$ cat config.mk
export PLATFORM = sky130hd
export DESIGN_NAME = mlp_batch_evaluator_flat
export DESIGN_NICKNAME = d
export VERILOG_FILES = /design/src/rtl/mlp_batch_evaluator_pkg.sv /design/src/rtl/mlp_batch_evaluator_if.sv /design/src/rtl/mlp_batch_evaluator_argmax.sv /design/src/rtl/mlp_batch_evaluator.sv /design/src/flat_wrapper.sv
export SDC_FILE = /design/constraint.sdc
export NUM_CORES = 1
export LEC_CHECK = 0
export ABC_AREA = 1
export CORE_ASPECT_RATIO = 0.75
export CORE_MARGIN = 2
export CORE_UTILIZATION = 52
export DETAILED_ROUTE_END_ITERATION = 12
export GPL_TIMING_DRIVEN = 0
export HOLD_SLACK_MARGIN = 0.12
export PLACE_DENSITY_LB_ADDON = 0.3
export RECOVER_POWER = 100
export SYNTH_ARGS = -nofsm -noshare
export SYNTH_HDL_FRONTEND = slang
export SYNTH_HIERARCHICAL = 1
export SYNTH_SLANG_ARGS = --single-unit
$ cat constraint.sdc
create_clock -name clk -period 9.7 [get_ports clk]
set_input_delay 1.94 -clock clk [delete_from_list [all_inputs] [get_ports clk]]
set_output_delay 1.94 -clock clk [all_outputs]
set_load 0.02 [all_outputs]
$ cat src/rtl/mlp_batch_evaluator_pkg.sv
// Shared state encoding and width helpers for the MLP batch evaluator.
package mlp_eval_pkg;

   typedef enum logic [2:0] {
      IDLE,
      CLEAR,
      START,
      WAIT,
      SCORE,
      REPORT
   } state_t;

   // Bits needed to hold values 0..n-1, never less than one bit.
   function automatic int clog2_min1(input int n);
      return (n <= 2) ? 1 : $clog2(n);
   endfunction

endpackage

$ cat src/rtl/mlp_batch_evaluator_if.sv
// Labelled-sample stream between a sample source and the evaluator.
interface mlp_batch_evaluator_if #(
   parameter int NUM_FEATURES  = 4,
   parameter int FP_TOTAL_BITS = 16,
   parameter int LABEL_W       = 2
) ();
   logic                                  s_valid;
   logic                                  s_ready;
   logic [NUM_FEATURES*FP_TOTAL_BITS-1:0] s_x;
   logic [LABEL_W-1:0]                    s_label;
   logic                                  s_last;

   modport master (output s_valid, s_x, s_label, s_last, input s_ready);
   modport slave  (input s_valid, s_x, s_label, s_last, output s_ready);
endinterface

$ cat src/rtl/mlp_batch_evaluator_argmax.sv
// Sequential signed arg-max: one strict compare per step, ties keep the lower index.
module mlp_argmax_seq #(
   parameter int NUM_CLASSES   = 3,
   parameter int FP_TOTAL_BITS = 16,
   parameter int LABEL_W       = 2
) (
   input  logic                                 clk,
   input  logic                                 reset,
   input  logic                                 i_load,
   input  logic                                 i_step,
   input  logic [NUM_CLASSES*FP_TOTAL_BITS-1:0] i_scores,
   output logic                                 o_busy,
   output logic                                 o_last,
   output logic [LABEL_W-1:0]                   o_best
);
   localparam logic [LABEL_W-1:0] LAST_IDX = LABEL_W'(NUM_CLASSES - 1);

   logic [NUM_CLASSES*FP_TOTAL_BITS-1:0] r_scores;
   logic signed [FP_TOTAL_BITS-1:0]      r_best_val;
   logic [LABEL_W-1:0]                   r_best_idx;
   logic [LABEL_W-1:0]                   r_idx;
   logic                                 r_busy;
   logic signed [FP_TOTAL_BITS-1:0]      w_cand;
   logic                                 w_gt;

   assign w_cand = r_scores[r_idx*FP_TOTAL_BITS +: FP_TOTAL_BITS];
   assign w_gt   = (w_cand > r_best_val);
   // o_best already includes the compare being made this cycle
   assign o_best = w_gt ? r_idx : r_best_idx;
   assign o_last = (r_idx == LAST_IDX);
   assign o_busy = r_busy;

   // Control: candidate index walks 1..NUM_CLASSES-1, busy until the last compare
   always_ff @(posedge clk or posedge reset) begin
      if (reset) begin
         r_busy <= 1'b0;
         r_idx  <= '0;
      end else if (i_load) begin
         r_busy <= 1'b1;
         r_idx  <= LABEL_W'(1);
      end else if (i_step && r_busy) begin
         if (o_last) r_busy <= 1'b0;
         else        r_idx  <= r_idx + 1'b1;
      end
   end

   // Data: captured scores and running winner, seeded with class 0
   always_ff @(posedge clk) begin
      if (i_load) begin
         r_scores   <= i_scores;
         r_best_val <= i_scores[FP_TOTAL_BITS-1:0];
         r_best_idx <= '0;
      end else if (i_step && r_busy) begin
         if (w_gt) r_best_val <= w_cand;
         r_best_idx <= o_best;
      end
   end
endmodule

$ cat src/rtl/mlp_batch_evaluator.sv
// Scores labelled samples through one MLP instance and keeps per-batch accuracy counters.
module mlp_batch_evaluator
   import mlp_eval_pkg::*;
#(
   parameter int NUM_FEATURES   = 4,
   parameter int NUM_CLASSES    = 3,
   parameter int FP_TOTAL_BITS  = 16,
   parameter int BATCH_SIZE     = 30,
   parameter int TIMEOUT_CYCLES = 1024,
   parameter int LABEL_W        = clog2_min1(NUM_CLASSES),
   parameter int CNT_W          = clog2_min1(BATCH_SIZE + 1)
) (
   input  logic                                  clk,
   input  logic                                  reset,
   input  logic                                  batch_clear,
   mlp_batch_evaluator_if.slave                  s_if,
   output logic                                  mlp_clear,
   output logic                                  mlp_start,
   output logic [NUM_FEATURES*FP_TOTAL_BITS-1:0] mlp_x,
   input  logic                                  mlp_done,
   input  logic [NUM_CLASSES*FP_TOTAL_BITS-1:0]  mlp_out,
   output logic                                  pred_valid,
   output logic [LABEL_W-1:0]                    pred_class,
   output logic                                  pred_correct,
   output logic                                  pred_timeout,
   output logic [CNT_W-1:0]                      sample_count,
   output logic [CNT_W-1:0]                      correct_count,
   output logic                                  batch_done
);
   localparam int                TMR_W    = clog2_min1(TIMEOUT_CYCLES + 1);
   localparam bit                TMO_EN   = (TIMEOUT_CYCLES > 0);
   localparam logic [TMR_W-1:0]  TMR_LAST = TMR_W'((TIMEOUT_CYCLES > 0) ? TIMEOUT_CYCLES - 1 : 0);

   state_t                                r_state, w_state_nxt;
   logic [TMR_W-1:0]                      r_timer;
   logic [NUM_FEATURES*FP_TOTAL_BITS-1:0] r_x;
   logic [LABEL_W-1:0]                    r_label;
   logic                                  r_last;
   logic [LABEL_W-1:0]                    r_pred_class;
   logic                                  r_pred_correct, r_pred_timeout;
   logic [CNT_W-1:0]                      r_sample_count, r_correct_count;
   logic                                  r_batch_done;
   logic [CNT_W-1:0]                      w_cnt_nxt;
   logic                                  w_s_ready, w_accept, w_load, w_step, w_timeout, w_finish;
   logic                                  w_mlp_clear, w_mlp_start, w_pred_valid;
   logic                                  w_am_busy, w_am_last;
   logic [LABEL_W-1:0]                    w_am_best;

   mlp_argmax_seq #(
      .NUM_CLASSES   (NUM_CLASSES),
      .FP_TOTAL_BITS (FP_TOTAL_BITS),
      .LABEL_W       (LABEL_W)
   ) u_argmax (
      .clk      (clk),
      .reset    (reset),
      .i_load   (w_load),
      .i_step   (w_step),
      .i_scores (mlp_out),
      .o_busy   (w_am_busy),
      .o_last   (w_am_last),
      .o_best   (w_am_best)
   );

   // Next state and strobes; batch_clear overrides everything and aborts the sample
   always_comb begin
      w_state_nxt  = r_state;
      w_s_ready    = 1'b0;
      w_accept     = 1'b0;
      w_load       = 1'b0;
      w_step       = 1'b0;
      w_timeout    = 1'b0;
      w_finish     = 1'b0;
      w_mlp_clear  = 1'b0;
      w_mlp_start  = 1'b0;
      w_pred_valid = 1'b0;
      case (r_state)
         IDLE: begin
            w_s_ready = !reset && !r_batch_done && !batch_clear;
            w_accept  = w_s_ready && s_if.s_valid;
            if (w_accept) w_state_nxt = CLEAR;
         end
         CLEAR: begin
            w_mlp_clear = 1'b1;
            w_state_nxt = START;
         end
         START: begin
            w_mlp_start = 1'b1;
            w_state_nxt = WAIT;
         end
         WAIT: begin
            if (mlp_done) begin
               w_load      = 1'b1;
               w_state_nxt = SCORE;
            end else if (TMO_EN && (r_timer == TMR_LAST)) begin
               w_timeout   = 1'b1;
               w_state_nxt = REPORT;
            end
         end
         SCORE: begin
            w_step = w_am_busy;
            if (w_am_busy && w_am_last) begin
               w_finish    = 1'b1;
               w_state_nxt = REPORT;
            end
         end
         REPORT: begin
            w_pred_valid = 1'b1;
            w_state_nxt  = IDLE;
         end
         default: w_state_nxt = IDLE;
      endcase
      if (batch_clear) begin
         w_state_nxt  = IDLE;
         w_load       = 1'b0;
         w_step       = 1'b0;
         w_timeout    = 1'b0;
         w_finish     = 1'b0;
         w_mlp_start  = 1'b0;
         w_pred_valid = 1'b0;
         // the MLP may be mid-computation, so reset it as well
         if (r_state inside {START, WAIT, SCORE}) w_mlp_clear = 1'b1;
      end
   end

   // State register
   always_ff @(posedge clk or posedge reset) begin
      if (reset) r_state <= IDLE;
      else       r_state <= w_state_nxt;
   end

   // Done timer: zeroed while starting the MLP, counts every WAIT cycle
   always_ff @(posedge clk or posedge reset) begin
      if (reset)                r_timer <= '0;
      else if (r_state == START) r_timer <= '0;
      else if (r_state == WAIT)  r_timer <= r_timer + TMR_W'(1);
   end

   // Sample capture on handshake; features stay on mlp_x until the next accept
   always_ff @(posedge clk or posedge reset) begin
      if (reset) begin
         r_x     <= '0;
         r_label <= '0;
         r_last  <= 1'b0;
      end else if (w_accept) begin
         r_x     <= s_if.s_x;
         r_label <= s_if.s_label;
         r_last  <= s_if.s_last;
      end
   end

   // Prediction result, loaded on entry to REPORT and held until the next one
   always_ff @(posedge clk or posedge reset) begin
      if (reset) begin
         r_pred_class   <= '0;
         r_pred_correct <= 1'b0;
         r_pred_timeout <= 1'b0;
      end else if (w_finish) begin
         r_pred_class   <= w_am_best;
         r_pred_correct <= (w_am_best == r_label);
         r_pred_timeout <= 1'b0;
      end else if (w_timeout) begin
         r_pred_class   <= '0;
         r_pred_correct <= 1'b0;
         r_pred_timeout <= 1'b1;
      end
   end

   assign w_cnt_nxt = r_sample_count + CNT_W'(1);

   // Batch counters and sticky batch_done; batch_done blocks intake, so counts cannot pass BATCH_SIZE
   always_ff @(posedge clk or posedge reset) begin
      if (reset) begin
         r_sample_count  <= '0;
         r_correct_count <= '0;
         r_batch_done    <= 1'b0;
      end else if (batch_clear) begin
         r_sample_count  <= '0;
         r_correct_count <= '0;
         r_batch_done    <= 1'b0;
      end else if (w_pred_valid) begin
         r_sample_count  <= w_cnt_nxt;
         r_correct_count <= r_correct_count + CNT_W'(r_pred_correct);
         if ((w_cnt_nxt == CNT_W'(BATCH_SIZE)) || r_last) r_batch_done <= 1'b1;
      end
   end

   assign s_if.s_ready  = w_s_ready;
   assign mlp_clear     = w_mlp_clear;
   assign mlp_start     = w_mlp_start;
   assign mlp_x         = r_x;
   assign pred_valid    = w_pred_valid;
   assign pred_class    = r_pred_class;
   assign pred_correct  = r_pred_correct;
   assign pred_timeout  = r_pred_timeout;
   assign sample_count  = r_sample_count;
   assign correct_count = r_correct_count;
   assign batch_done    = r_batch_done;
endmodule
$ cat src/flat_wrapper.sv
// flat-port wrapper written by rule: the top's interface ports become plain ports
module mlp_batch_evaluator_flat import mlp_eval_pkg::*;
#(
   parameter int NUM_FEATURES   = 4,
   parameter int NUM_CLASSES    = 3,
   parameter int FP_TOTAL_BITS  = 16,
   parameter int BATCH_SIZE     = 30,
   parameter int TIMEOUT_CYCLES = 1024,
   parameter int LABEL_W        = clog2_min1(NUM_CLASSES),
   parameter int CNT_W          = clog2_min1(BATCH_SIZE + 1)
)
  (clk, reset, batch_clear, mlp_clear, mlp_start, mlp_x, mlp_done, mlp_out, pred_valid, pred_class, pred_correct, pred_timeout, sample_count, correct_count, batch_done, s_if_s_valid, s_if_s_x, s_if_s_label, s_if_s_last, s_if_s_ready);
  mlp_batch_evaluator_if #(.NUM_FEATURES(NUM_FEATURES), .FP_TOTAL_BITS(FP_TOTAL_BITS), .LABEL_W(LABEL_W)) s_if_i ();
  input  logic clk;
  input  logic reset;
  input  logic batch_clear;
  output logic mlp_clear;
  output logic mlp_start;
  output logic [NUM_FEATURES*FP_TOTAL_BITS-1:0] mlp_x;
  input  logic mlp_done;
  input  logic [NUM_CLASSES*FP_TOTAL_BITS-1:0] mlp_out;
  output logic pred_valid;
  output logic [LABEL_W-1:0] pred_class;
  output logic pred_correct;
  output logic pred_timeout;
  output logic [CNT_W-1:0] sample_count;
  output logic [CNT_W-1:0] correct_count;
  output logic batch_done;
  input wire logic [$bits(s_if_i.s_valid)-1:0] s_if_s_valid;
  input wire logic [$bits(s_if_i.s_x)-1:0] s_if_s_x;
  input wire logic [$bits(s_if_i.s_label)-1:0] s_if_s_label;
  input wire logic [$bits(s_if_i.s_last)-1:0] s_if_s_last;
  output wire logic [$bits(s_if_i.s_ready)-1:0] s_if_s_ready;
  assign s_if_i.s_valid = s_if_s_valid;
  assign s_if_i.s_x = s_if_s_x;
  assign s_if_i.s_label = s_if_s_label;
  assign s_if_i.s_last = s_if_s_last;
  assign s_if_s_ready = s_if_i.s_ready;
  mlp_batch_evaluator #(.NUM_FEATURES(NUM_FEATURES), .NUM_CLASSES(NUM_CLASSES), .FP_TOTAL_BITS(FP_TOTAL_BITS), .BATCH_SIZE(BATCH_SIZE), .TIMEOUT_CYCLES(TIMEOUT_CYCLES), .LABEL_W(LABEL_W), .CNT_W(CNT_W)) u_core (.clk(clk), .reset(reset), .batch_clear(batch_clear), .s_if(s_if_i), .mlp_clear(mlp_clear), .mlp_start(mlp_start), .mlp_x(mlp_x), .mlp_done(mlp_done), .mlp_out(mlp_out), .pred_valid(pred_valid), .pred_class(pred_class), .pred_correct(pred_correct), .pred_timeout(pred_timeout), .sample_count(sample_count), .correct_count(correct_count), .batch_done(batch_done));
endmodule
# Word level (Yosys, flattened, before mapping)

Index checks and enable logic that the tools add are counted.

Register bits: 165
Bits in latches: 0
Memory bits (writable): 0
Memory bits (read-only): 0
Input port bits: 120
Output and inout bits: 83
Logic and storage cells: 110
Memories: 0

Add/sub/neg operators: 4
Multipliers: 0
Divide/modulo/power cells: 0
$lt $le $gt $ge: 1
Eq/ne operators: 13
Shifts and indexed selects: 1
Multiplexer cells: 52
Bitwise logic cells: 0
Reductions and logical operators: 23

Operators with widths:

| kind                                                  | count |
|---|---|
| 2-to-1 mux 16 bit                                     | 3 |
| variable part select 48 x 7 -> 16 bit                 | 1 |
| 2-to-1 mux 1 bit                                      | 31 |
| 2-to-1 mux 11 bit                                     | 2 |
| 2-to-1 mux 5 bit                                      | 4 |
| > comparator 16 bit                                   | 1 |
| 2-to-1 mux 3 bit                                      | 5 |
| case mux 3 bit (5 select lines)                       | 1 |
| nonzero test 2 bit                                    | 7 |
| 2-to-1 mux 2 bit                                      | 6 |
| adder 11 x 1 -> 11 bit, second input constant         | 1 |
| equality test 11 x 10 -> 1 bit, second input constant | 1 |
| AND reduction 2 bit                                   | 4 |
| equality test 3 x 2 -> 1 bit, second input constant   | 2 |
| equality test 3 bit, second input constant            | 2 |
| != test 3 x 2 -> 1 bit, second input constant         | 2 |
| adder 5 x 1 -> 5 bit                                  | 1 |
| adder 5 x 1 -> 5 bit, second input constant           | 1 |
| equality test 5 bit, second input constant            | 1 |
| logical AND 1 bit                                     | 5 |
| != test 4 x 3 -> 1 bit, second input constant         | 1 |
| equality test 3 x 1 -> 1 bit, second input constant   | 1 |
| zero test 1 bit                                       | 3 |
| zero test 3 bit                                       | 1 |
| 7 further kinds                                       | 7 |

# Logic depth before layout (Yosys ltp)

Gate-level depths: netlist of the first run.

Word-level depth: 7
Mapped depth: 22
Depth with buffers taken out: 21

# By module

The synthesis of the first run kept the hierarchy.

By module, submodules not included:

| module              | times used | cells each | area an instance (µm²) | sequential area each (µm²) |
|---|---|---|---|---|
| mlp_batch_evaluator | 1          | 505        | 4325.4                 | 2402.3 |
| mlp_argmax_seq      | 1          | 297        | 3171.8                 | 2037.0 |

# Worst setup path after synthesis of the first run

No wires, ideal clock.

Path type: in2reg
From: input port batch_clear
To: register u_core.u_argmax.r_best_val[0] (enable)
Setup time: 0.372 ns
Arrival: 5.591 ns
Required time: 9.328 ns
Slack: 3.737 ns
Stages on the path: 9
Path buffers: 4
Path through: buf_6 > inv_4 > clkbuf_1 > nand2_1 > nor2_1 > clkbuf_1 > inv_1 > clkbuf_1 > nand2_1

Elaborated cells between the ends (all ways): 6
Those cells by class: mux: 2; reduce/logical: 4

RTL lines:

| element                                  | RTL line                         | text |
|---|---|---|
| start, declared                          | flat_wrapper.sv:16               | `input logic batch_clear;` |
| 2-to-1 mux 1 bit (*)                     | mlp_batch_evaluator.sv:112       | `if (batch_clear) begin` |
| via u_core.w_load                        | mlp_batch_evaluator.sv:44        | `logic w_s_ready, w_accept, w_load, w_step, w_timeout, w_finish;` |
| nonzero test 2 bit (no source line)      | --                               |  |
| AND reduction 2 bit (no source line) (*) | --                               |  |
| end signal, assigned                     | mlp_batch_evaluator_argmax.sv:51 | `r_best_val <= i_scores[FP_TOTAL_BITS-1:0];` |
| end signal, assigned                     | mlp_batch_evaluator_argmax.sv:54 | `if (w_gt) r_best_val <= w_cand;` |
| end, declared                            | mlp_batch_evaluator_argmax.sv:19 | `logic signed [FP_TOTAL_BITS-1:0] r_best_val;` |

The timed path passes the listed nets; every way through them passes the cells marked *.
A chain may end at the register's enable or synchronous reset.

# Worst setup path after layout of the first run

From: input port batch_clear
To: register u_core.u_argmax.r_best_val[10] (enable)

Same word-level chain as after synthesis.

==> metrics.txt, run 1 <==
r2r worst-path depth=9; slowest CP cell=clkbuf_1; Synth Area per Inst=between 9 and 10 µm²; initial antenna violation count=3; hold path depth=1; R2R Path Start=u_core/r_state[2]; status=finished, violations left; CP delay by family, top=buffers and inverters; asr flop ratio synth=around 60%; Least-Margin Pin Slew=between 3 and 4 ns; post-route ant nets=0; Tmin final=around 7.0 ns; Sw Share=about 39%; Hold EP=u_core/correct_count[4]; WHS=between 0.4 and 0.5 ns; Slew Limit Fails=104; Synth cell types=41; via count=roughly 6400; routed len/inst=~16 µm; num rows=37; Clock Latency Late Sink=~0.42 ns; Yosys warnings=6; Final Hold Vio Count=0; Flop pwr share=36.4%; Peak VDD IR=0.164 mV; period utilisation layout=between 70% and 80%; Layout area overhead=35.8%; final non-filler cell total=1215; critical path launch point=batch_clear; Comb pwr share=about 41%; setup slack, reg-to-reg=3.96 ns; Hold Buf Count CTS=0; DP Wirelength=approximately 14 mm; post_cts resized=0; clk slew on worst S/H paths=0.07 ns; Seq cells post-synth=roughly 170; Slew HR=-142%; reg2reg end=u_core/u_argmax/r_best_val[10]; crit path cell chain=clkbuf_1 -> clkinvlp_2 -> clkbuf_1 -> nand2_1 -> nor2_1 -> clkbuf_1 -> clkbuf_1 -> inv_1 -> clkbuf_1 -> nand2_1; largest net degree at the start of global routing=69; GRT Util Overall=roughly 27%; Placed Instance Area=between 0.009 and 0.01 mm²; CP peak stage delay=1.41 ns; Vias/cell=roughly 5.3; Power Total=around 2700 µW; cell taking the most area after synthesis=dfrtp_1; hold_sp=u_core/correct_count[4]; violated checks=capacitance limit, slew limit; crit path DAT=7.00 ns; setup bufs post-CTS=0; Inst Count DP=1180; Die Height=108 µm; share of cells above drive strength 1=between 4 and 5%; Top FF cell, synth=dfrtp_1; clock share of power=a little under a quarter; WP data required=roughly 10 ns; unrepaired setup endpoints after global routing=false; DRT Pass-1 Iters=5; CP dominant cell by count=clkbuf_1; GR Overflow Total=0; LEAKAGE=about 0.0046 µW; Post-route DRC=0; Core ar.=around 0.014 mm²; Ports=about 200; mapped cell area=0.00750 mm²; post-route cell area=roughly 0.010 mm²; Critical Path Sink Type=flop; H-tree depth=4; Max-cap violations=2; CTS tree=yes; Final GP Congestion=0.804; PortBufs=~200; switching power=between 1000 and 1500 µW; WL final=approximately 20 mm; Cells after Synth=between 800 and 900; critical path peak fanout=34; die span in x=roughly 140 µm; CTS root buf=clkbuf_16; drt initial violations=499; Post-synth EDFFs=64; Seq/Total Area, Yosys=just under 60%; most common cell after layout, fill and taps aside=nand2_1; clk_skew=roughly 0.014 ns; Initial Util=a little over half; power per standard cell area=around 260 mW/mm²; fmax=around 140 MHz; share of the synthesized area in the top cell type=around 33%; DIE AREA=~0.015 mm²; commonest cells after routing, fill and taps aside=275 x nand2_1, 132 x dlygate4sd3_1, 100 x o21ai_0; synth top area cells=dfrtp_1 33%, edfxtp_1 26%, nand2_1 14%, o21ai_0 6.7%, ha_1 3.7%; TritonCTS buffer count=17; worst min path class=reg -> reg; first-pass GRT wire length=between 30 and 40 mm; Max Root-Sink Buffers=2; crit path kind=in -> reg; Synth Net Count=944; # clock sinks=about 170; number of global-route vias before repair=6483; startpoint types=input port; Final Setup Violations=0; Worst Path Buf+Inv=7; setup_tns=0 ns; Nets=between 1000 and 1500; Pint=1640 µW
-- cells by family after synthesis --
logic type | Yosys count | synth area share (%)
xor+xnor | 6 | 0.701
fa+ha+maj | 22 | 3.67
flops | 165 | 59.2
compound gates | 140 | 9.65
buf+inv | 85 | 5.34
simple gates | 384 | 21.4
-- worst max-delay path by stage --
stage | end | slack, ns | depth (start not counted)
2_1_floorplan | u_core/u_argmax/r_best_val[0] | 3.74 | 9
3_3_place_gp | u_core/u_argmax/r_best_val[5] | 2.16 | 9
3_5_place_dp | u_core/u_argmax/r_best_val[0] | 4.34 | 10
4_1_cts | s_if_s_ready | 4.32 | 3
5_1_grt | u_core/u_argmax/r_best_val[2] | 2.16 | 10
6_report | u_core/u_argmax/r_best_val[10] | 2.74 | 10
-- area by class of cell --
| class | count | area (µm²) |
|---|---|---|
| plain buffers | 34 | 156 |
| inverters | 51 | 196 |
| clock buffers | 18 | 439 |
| diodes | 3 | 7.51 |
| well taps | 175 | 219 |
| repair buffers | 203 | 2020 |
| fillers | 1015 | 3710 |
| multi-input cells | 552 | 2610 |
| flip-flops and latches | 165 | 4440 |
| clock inverters | 14 | 98.8 |
-- per-layer routing --
layer | wire length [µm] | track usage [%]
met1 | 8350 | 35.1
met2 | 9000 | 42.9
met3 | 1810 | 9.17
met4 | 500 | 10.0
met5 | 30 | 0
-- cell usage after synthesis, types with 2 or more instances --
cell      number
nand2_1      274
o21ai_0      100
dfrtp_1       99
edfxtp_1      64
nor2_1        53
inv_1         47
nand3_1       32
ha_1          22
a21oi_1       17
o21ai_1       15
clkbuf_1      13
buf_2          8
buf_6          7
nand4_1        6
nor2_2         4
xor2_1         4
buf_4          3
nor3_1         3
clkbuf_2       2
dfxtp_1        2
inv_4          2
nand2_2        2
nand3_2        2
nor2_4         2
nor2_8         2
xnor2_1        2
-- state kept, by name (all words and copies together), names as in the netlist --
name and cells:
u_core/u_argmax/o_busy 1, u_core/pred_timeout 1, u_core/u_argmax/r_scores 48, u_core/pred_correct 1, u_core/r_last 1, u_core/r_timer 11
u_core/u_argmax/r_idx 2, u_core/pred_class 2, u_core/u_argmax/r_best_idx 2, u_core/correct_count 5, u_core/r_label 2, u_core/r_state 3
u_core/sample_count 5, u_core/batch_done 1, u_core/mlp_x 64, u_core/u_argmax/r_best_val 16
-- power groups by stage --
| stage | sequential (µW) | combinational [µW] | clock, µW |
|---|---|---|---|
| after floorplan | 1150 | 488 | 0 |
| after global placement | 986 | 1130 | 0 |
| after detailed placement | 990 | 1150 | 0 |
| after CTS | 982 | 1160 | 629 |
| after global routing | 996 | 1200 | 658 |
| final | 976 | 1090 | 616 |
-- through the flow --
| step | setup WS [ns] | util, % |
|---|---|---|
| after floorplan | 3.74 | - |
| after global placement | 2.16 | 70.0 |
| after detailed placement | 4.34 | 70.5 |
| after CTS | 4.32 | 74.3 |
| after global routing | 2.16 | 73.3 |
| final | 2.74 | 73.3 |
-- worst reg2reg max path, cell delays in order (launching register included) --
cell and delay, ns:
dfrtp_1 0.37, clkbuf_1 0.26, nor2_1 0.45, nand2_1 0.24
nor2_1 1.03, clkbuf_1 1.41, clkbuf_1 0.52, inv_1 0.14
clkbuf_1 0.29, nand2_1 0.65
No activity file was read; power rests on OpenSTA's default activity.
==> run 2, diff against run 1 <==
- CORE_UTILIZATION: 52 -> 49
- clock period: 9.7 -> 6.57 ns (I/O delays scaled with it)
==> run 2 against run 1 <==
Compared with the run above:
- the run still ends with capacitance limit, slew limit left
- worst hold slack got worse by 0.0017 ns
- clock skew fell by 0.0050 ns
- cell area rose by 1.1%
- via count fell by 0.64%
- largest cell class unchanged
- largest power group unchanged
- highest routed layer unchanged
==> metrics.txt, run 2 (synthesis gave the netlist of run 1 again) <==
status=finished, violations left (unchanged); violated checks=capacitance limit, slew limit (unchanged); first-pass GRT wire length=32.1 mm (about the same); Max-cap violations=2 (unchanged); Slew Limit Fails=78 (was 104); Initial Util=49.7% (was 54.0%); crit path kind=in -> reg (unchanged); Vias/cell=5.11 (was 5.26); post-route ant nets=0 (unchanged); Critical Path Sink Type=flop (unchanged); Clock Latency Late Sink=0.43 ns (was 0.42 ns); Peak VDD IR=0.232 mV (was 0.164 mV); CP dominant cell by count=clkbuf_1 (unchanged); Filler cells=1172 (was 1015); H-tree depth=4 (unchanged); DRT Pass-1 Iters=5 (unchanged); startpoint types=input port (unchanged); setup bufs post-CTS=0 (unchanged); FF/Latch Area=0.00444 mm² (unchanged); commonest cells after routing, fill and taps aside=275 x nand2_1, 132 x dlygate4sd3_1, 100 x o21ai_0 (unchanged); number of global-route vias before repair=6353 (was 6483); via count=6350 (was 6391); CP delay by family, top=buffers and inverters (unchanged); Core ar.=0.0151 mm² (was 0.0139 mm²); CTS tree=yes (unchanged); Tmin final=slightly below 5 ns; die span in x=147 µm (was 143 µm); DP Wirelength=14.3 mm (was 14.2 mm); Power Total=4070 µW (was 2680 µW); PortBufs=201 (unchanged); DIE AREA=0.0163 mm² (was 0.0154 mm²); TritonCTS buffer count=17 (unchanged); Ports=203 (unchanged); largest net degree at the start of global routing=56 (was 69); crit path cell chain=clkbuf_1 -> clkinvlp_2 -> clkbuf_1 -> nand2_1 -> nor2_1 -> clkbuf_1 -> inv_1 -> clkbuf_1 -> nand2_1 (was clkbuf_1 -> clkinvlp_2 -> clkbuf_1 -> nand2_1 -> nor2_1 -> clkbuf_1 -> clkbuf_1 -> inv_1 -> clkbuf_1 -> nand2_1); Post-route DRC=0 (unchanged); setup_tns=0 ns (unchanged); Inst Count DP=1210 (was 1180); Worst Path Buf+Inv=6 (was 7); WL final=19.7 mm (about the same); period utilisation layout=about three quarters; WP data required=6.63 ns (was 9.74 ns); GR Overflow Total=0 (unchanged); drt initial violations=430 (was 499); Final Hold Vio Count=0 (unchanged); post-route cell area=0.0103 mm² (was 0.0102 mm²); Placed Instance Area=0.00982 mm² (was 0.00979 mm²); Final GP Congestion=0.825 (was 0.804); LEAKAGE=0.00463 µW (was 0.00460 µW); GRT Util Overall=25.2% (was 27.1%); post_cts resized=0 (unchanged); power per standard cell area=395 mW/mm² (was 263 mW/mm²); Layout area overhead=37.3% (was 35.8%); fmax=approximately 200 MHz; Slew HR=-33.4% (was -142%); Least-Margin Pin Slew=1.99 ns (was 3.63 ns); Final Setup Violations=0 (unchanged); unrepaired setup endpoints after global routing=false (unchanged); max reg flops=64 (unchanged); worst min path class=reg -> reg (unchanged); critical path peak fanout=16 (was 34); CTS root buf=clkbuf_16 (unchanged); num rows=39 (was 37); crit path DAT=4.93 ns (was 7.00 ns); most common cell after layout, fill and taps aside=nand2_1 (unchanged); Hold Buf Count CTS=0 (unchanged); slowest CP cell=nor2_1 (was clkbuf_1); final non-filler cell total=1243 (was 1215); Nets=1166 (unchanged); CP peak stage delay=0.96 ns (was 1.41 ns); # clock sinks=165 (unchanged); area of the multi-input gates=0.00261 mm² (unchanged); clk slew on worst S/H paths=0.06 ns (was 0.07 ns); Die Height=111 µm (was 108 µm); clk_skew=0.00854 ns (was 0.0136 ns); initial antenna violation count=2 (was 3); routed len/inst=15.9 µm (was 16.2 µm); share of cells above drive strength 1=5.11% (was 4.92%); Max Root-Sink Buffers=2 (unchanged)
run 2: worst register-to-register path, delay by kind of cell, from the launching register on:
family / cells / cell delay [ns]
and+or+nand+nor: 4 / 2.35
DFF: 1 / 0.36
buffers and inverters: 4 / 1.20
run 2: path summary, 6_finish.rpt:
path                              startpoint                       endpoint  slack (ns)  depth (start not counted)
hold / removal              u_core/mlp_x[62]               u_core/mlp_x[62]        0.47                          2
setup reg to reg           u_core/r_state[2]  u_core/u_argmax/r_best_val[2]        2.31                          8
max in group asynchronous              reset               u_core/mlp_x[13]        3.66                          3
setup / recovery                 batch_clear  u_core/u_argmax/r_best_val[2]        1.69                          9
hold reg to reg             u_core/mlp_x[62]               u_core/mlp_x[62]        0.47                          2
min in group asynchronous              reset         u_core/u_argmax/o_busy        1.31                          2
run 2: where the power goes:
| part | switching [µW] | internal, µW |
|---|---|---|
| clock | 442 | 570 |
| sequential | 114 | 1320 |
| combinational | 1010 | 608 |
run 2: per-stage QoR:
stage / hold slack (ns) / setup WS (ns) / utilization, %
6_report: 0.472 / 1.69 / 68.3
5_1_grt: 0.505 / 1.42 / 68.3
4_1_cts: 0.477 / 2.35 / 69.1
3_5_place_dp: 0.466 / 2.05 / 65.1
3_3_place_gp: 0.456 / -0.331 / 64.8
2_1_floorplan: 0.449 / 1.23 / -
run 2: metal layers:
layer / global-route usage, % / wire [µm] / vias to the layer above
met3: 7.90 / 1630 / 39
met2: 40.1 / 9150 / 227
met4: 10.3 / 450 / 2
li1: - / - / 3093
met1: 32.3 / 8500 / 2989
met5: 0 / 11 / -
run 2: area by class of cell:
type	instances	area share [%]
diodes	1	0.0243
flip-flops and latches	165	43.1
multi-input cells	552	25.3
clock buffers	17	4.13
plain buffers	34	1.52
well taps	205	2.49
inverters	51	1.91
clock inverters	15	1.62
repair buffers	203	19.9
==> run 3, diff against run 2 <==
- CORE_UTILIZATION: 49 -> 44
- clock period: 6.57 -> 4 ns (I/O delays scaled with it)
==> run 3 against run 2 <==
Compared with the run above:
- the run still ends with capacitance limit, slew limit left
- non-clock buffer count fell by 1
- die area is 11% higher
- clock power up 57%
- core utilization down 7.0 points
- combinational power up 62%
- wire length decreased by 1.6%
- first-iteration DRC count fell by 3.7%
- worst hold slack improved by 0.0035 ns
- count of clock-buffer cells in the layout grew 3
- cell area about the same
- worst setup slack got worse by 1.3 ns
- cell count up 0.80%
- critical path type is now reg -> reg
- critical endpoint is now u_core/u_argmax/r_best_val[12]
- largest power group unchanged
==> metrics.txt, run 3 (synthesis gave the netlist of run 1 again) <==
FF/Latch Area=0.00444 mm² (unchanged); Vias/cell=5.01 (was 5.11); Final Setup Violations=0 (unchanged); Slew HR=-48.4% (was -33.4%); clk_skew=0.0134 ns (was 0.00854 ns); Clock Latency Late Sink=0.43 ns (about the same); CP delay by family, top=simple AND/OR/NAND/NOR gates (was buffers and inverters); Layout area overhead=37.2% (was 37.3%); num rows=41 (was 39); post-route ant nets=0 (unchanged); fmax=approximately 270 MHz; clk slew on worst S/H paths=0.07 ns (was 0.06 ns); Final Hold Vio Count=0 (unchanged); # clock sinks=165 (unchanged); M1 WL=8.76 mm (was 8.50 mm); Worst Path Buf+Inv=4 (was 6); R2R Path Start=u_core/r_state[2] (unchanged); Least-Margin Pin Slew=2.22 ns (was 1.99 ns); Peak VDD IR=0.323 mV (was 0.232 mV); Max-cap violations=3 (was 2); hold_sp=u_core/mlp_x[61] (was u_core/mlp_x[62]); Filler cells=1419 (was 1172); Detail Route met3 WL=1.63 mm (about the same); crit path DAT=3.71 ns (was 4.93 ns); CTS root buf=clkbuf_16 (unchanged); crit path kind=reg -> reg (was in -> reg); routed len/inst=15.5 µm (was 15.9 µm); unrepaired setup endpoints after global routing=false (unchanged); DP Wirelength=13.8 mm (was 14.3 mm); first-pass GRT wire length=30.5 mm (was 32.1 mm); WL final=19.4 mm (was 19.7 mm); critical path launch point=u_core/r_state[2] (was batch_clear); Core ar.=0.0168 mm² (was 0.0151 mm²); drt initial violations=414 (was 430); area of the multi-input gates=0.00263 mm² (was 0.00261 mm²); most common cell after layout, fill and taps aside=nand2_1 (unchanged); Final GP Congestion=0.806 (was 0.825); Slew Limit Fails=90 (was 78); commonest cells after routing, fill and taps aside=274 x nand2_1, 132 x dlygate4sd3_1, 100 x o21ai_0 (was 275 x nand2_1, 132 x dlygate4sd3_1, 100 x o21ai_0); WP data required=4.07 ns (was 6.63 ns); Max Used Layer=met4 (was met5); die span in x=155 µm (was 147 µm); H-tree depth=4 (unchanged); CP dominant cell by count=clkbuf_1 (unchanged); Tmin final=roughly 3.6 ns; setup_tns=0 ns (unchanged); critical path peak fanout=25 (was 16); final non-filler cell total=1253 (was 1243); CP peak stage delay=0.70 ns (was 0.96 ns); startpoint types=flop (was input port); power per standard cell area=640 mW/mm² (was 395 mW/mm²); Hold Buf Count CTS=0 (unchanged); Initial Util=44.7% (was 49.7%); GRT Util Overall=21.8% (was 25.2%); TritonCTS buffer count=17 (unchanged); CTS tree=yes (unchanged); initial antenna violation count=1 (was 2); Die Height=117 µm (was 111 µm); status=finished, violations left (unchanged); PortBufs=201 (unchanged); share of cells above drive strength 1=5.21% (was 5.11%); number of global-route vias before repair=6010 (was 6353); violated checks=capacitance limit, slew limit (unchanged); largest net degree at the start of global routing=65 (was 56); Max Root-Sink Buffers=2 (unchanged); Post-route DRC=0 (unchanged); Nets=1166 (unchanged); Ports=203 (unchanged); DRT Pass-1 Iters=5 (unchanged); LEAKAGE=0.00460 µW (was 0.00463 µW); period utilisation layout=~91%; GR Overflow Total=0 (unchanged); slowest CP cell=nor2_4 (was nor2_1); DIE AREA=0.0181 mm² (was 0.0163 mm²); crit path cell chain=buf_4 -> nor2_1 -> nand2_1 -> nor2_4 -> clkbuf_1 -> inv_1 -> clkbuf_1 -> nand2_2 (was clkbuf_1 -> clkinvlp_2 -> clkbuf_1 -> nand2_1 -> nor2_1 -> clkbuf_1 -> inv_1 -> clkbuf_1 -> nand2_1); Inst Count DP=1219 (was 1210); Critical Path Sink Type=flop (unchanged); max reg flops=64 (unchanged); worst min path class=reg -> reg (unchanged); met2 routed WL=8.81 mm (was 9.15 mm); via count=6276 (was 6350)
-- run 3: final timing paths --
| path | endpoint | slack (ns) | depth (start not counted) |
|---|---|---|---|
| worst max-delay path | u_core/u_argmax/r_best_val[12] | 0.36 | 8 |
| worst min-delay path | u_core/mlp_x[61] | 0.48 | 2 |
| worst max register to register | u_core/u_argmax/r_best_val[12] | 0.36 | 8 |
| worst min register to register | u_core/mlp_x[61] | 0.48 | 2 |
| max in group asynchronous | u_core/mlp_x[43] | 0.57 | 3 |
| min in group asynchronous | u_core/u_argmax/o_busy | 0.78 | 2 |
-- run 3: through the flow --
step	util [%]	power, µW	hold slack, ns	worst slack, ns	cell area [µm²]
final	61.3	6580	0.475	0.361	10300
after global routing	61.3	7000	0.500	0.0536	10300
after CTS	61.9	6820	0.485	0.126	10400
after detailed placement	58.5	5190	0.472	-0.670	9820
after global placement	58.3	5150	0.462	-1.04	9790
after floorplan	-	3970	0.449	0.434	7500
-- run 3: metal layers --
metal  up-vias  global-route usage [%]
met3        17                    8.21
li1       3104                       -
met4         0                    5.93
met1      2967                    28.2
met5         -                       0
met2       188                    35.1
-- run 3: layout make-up --
cell class,instances,area share [%]
antenna,1,0.0243
buffer,34,1.59
clock buffer,20,4.25
clock inverter,12,1.25
inverter,51,1.92
multi-input combinational,553,25.6
sequential,165,43.2
tap,215,2.62
timing repair buffer,202,19.6
-- run 3: power by group --
| part | internal (µW) | total [µW] | switching (µW) |
|---|---|---|---|
| logic | 997 | 2620 | 1620 |
| clock network | 918 | 1590 | 676 |
| registers | 2170 | 2360 | 191 |
| total | 4090 | 6580 | 2490 |
-- run 3: repair_timing --
action                                  4_1_cts  5_1_grt
endpoints found under the setup margin       16       16
cloned                                        1        0
gates resized for setup                       0        1
pin swaps                                     1        0
hold endpoints to repair                      0        0
buffers inserted                              0        0
-- run 3: worst reg2reg max path, stage by stage (launching register included) --
cell	delay (ns)
dfrtp_1	0.35
buf_4	0.17
nor2_1	0.37
nand2_1	0.34
nor2_4	0.70
clkbuf_1	0.48
inv_1	0.14
clkbuf_1	0.29
nand2_2	0.44
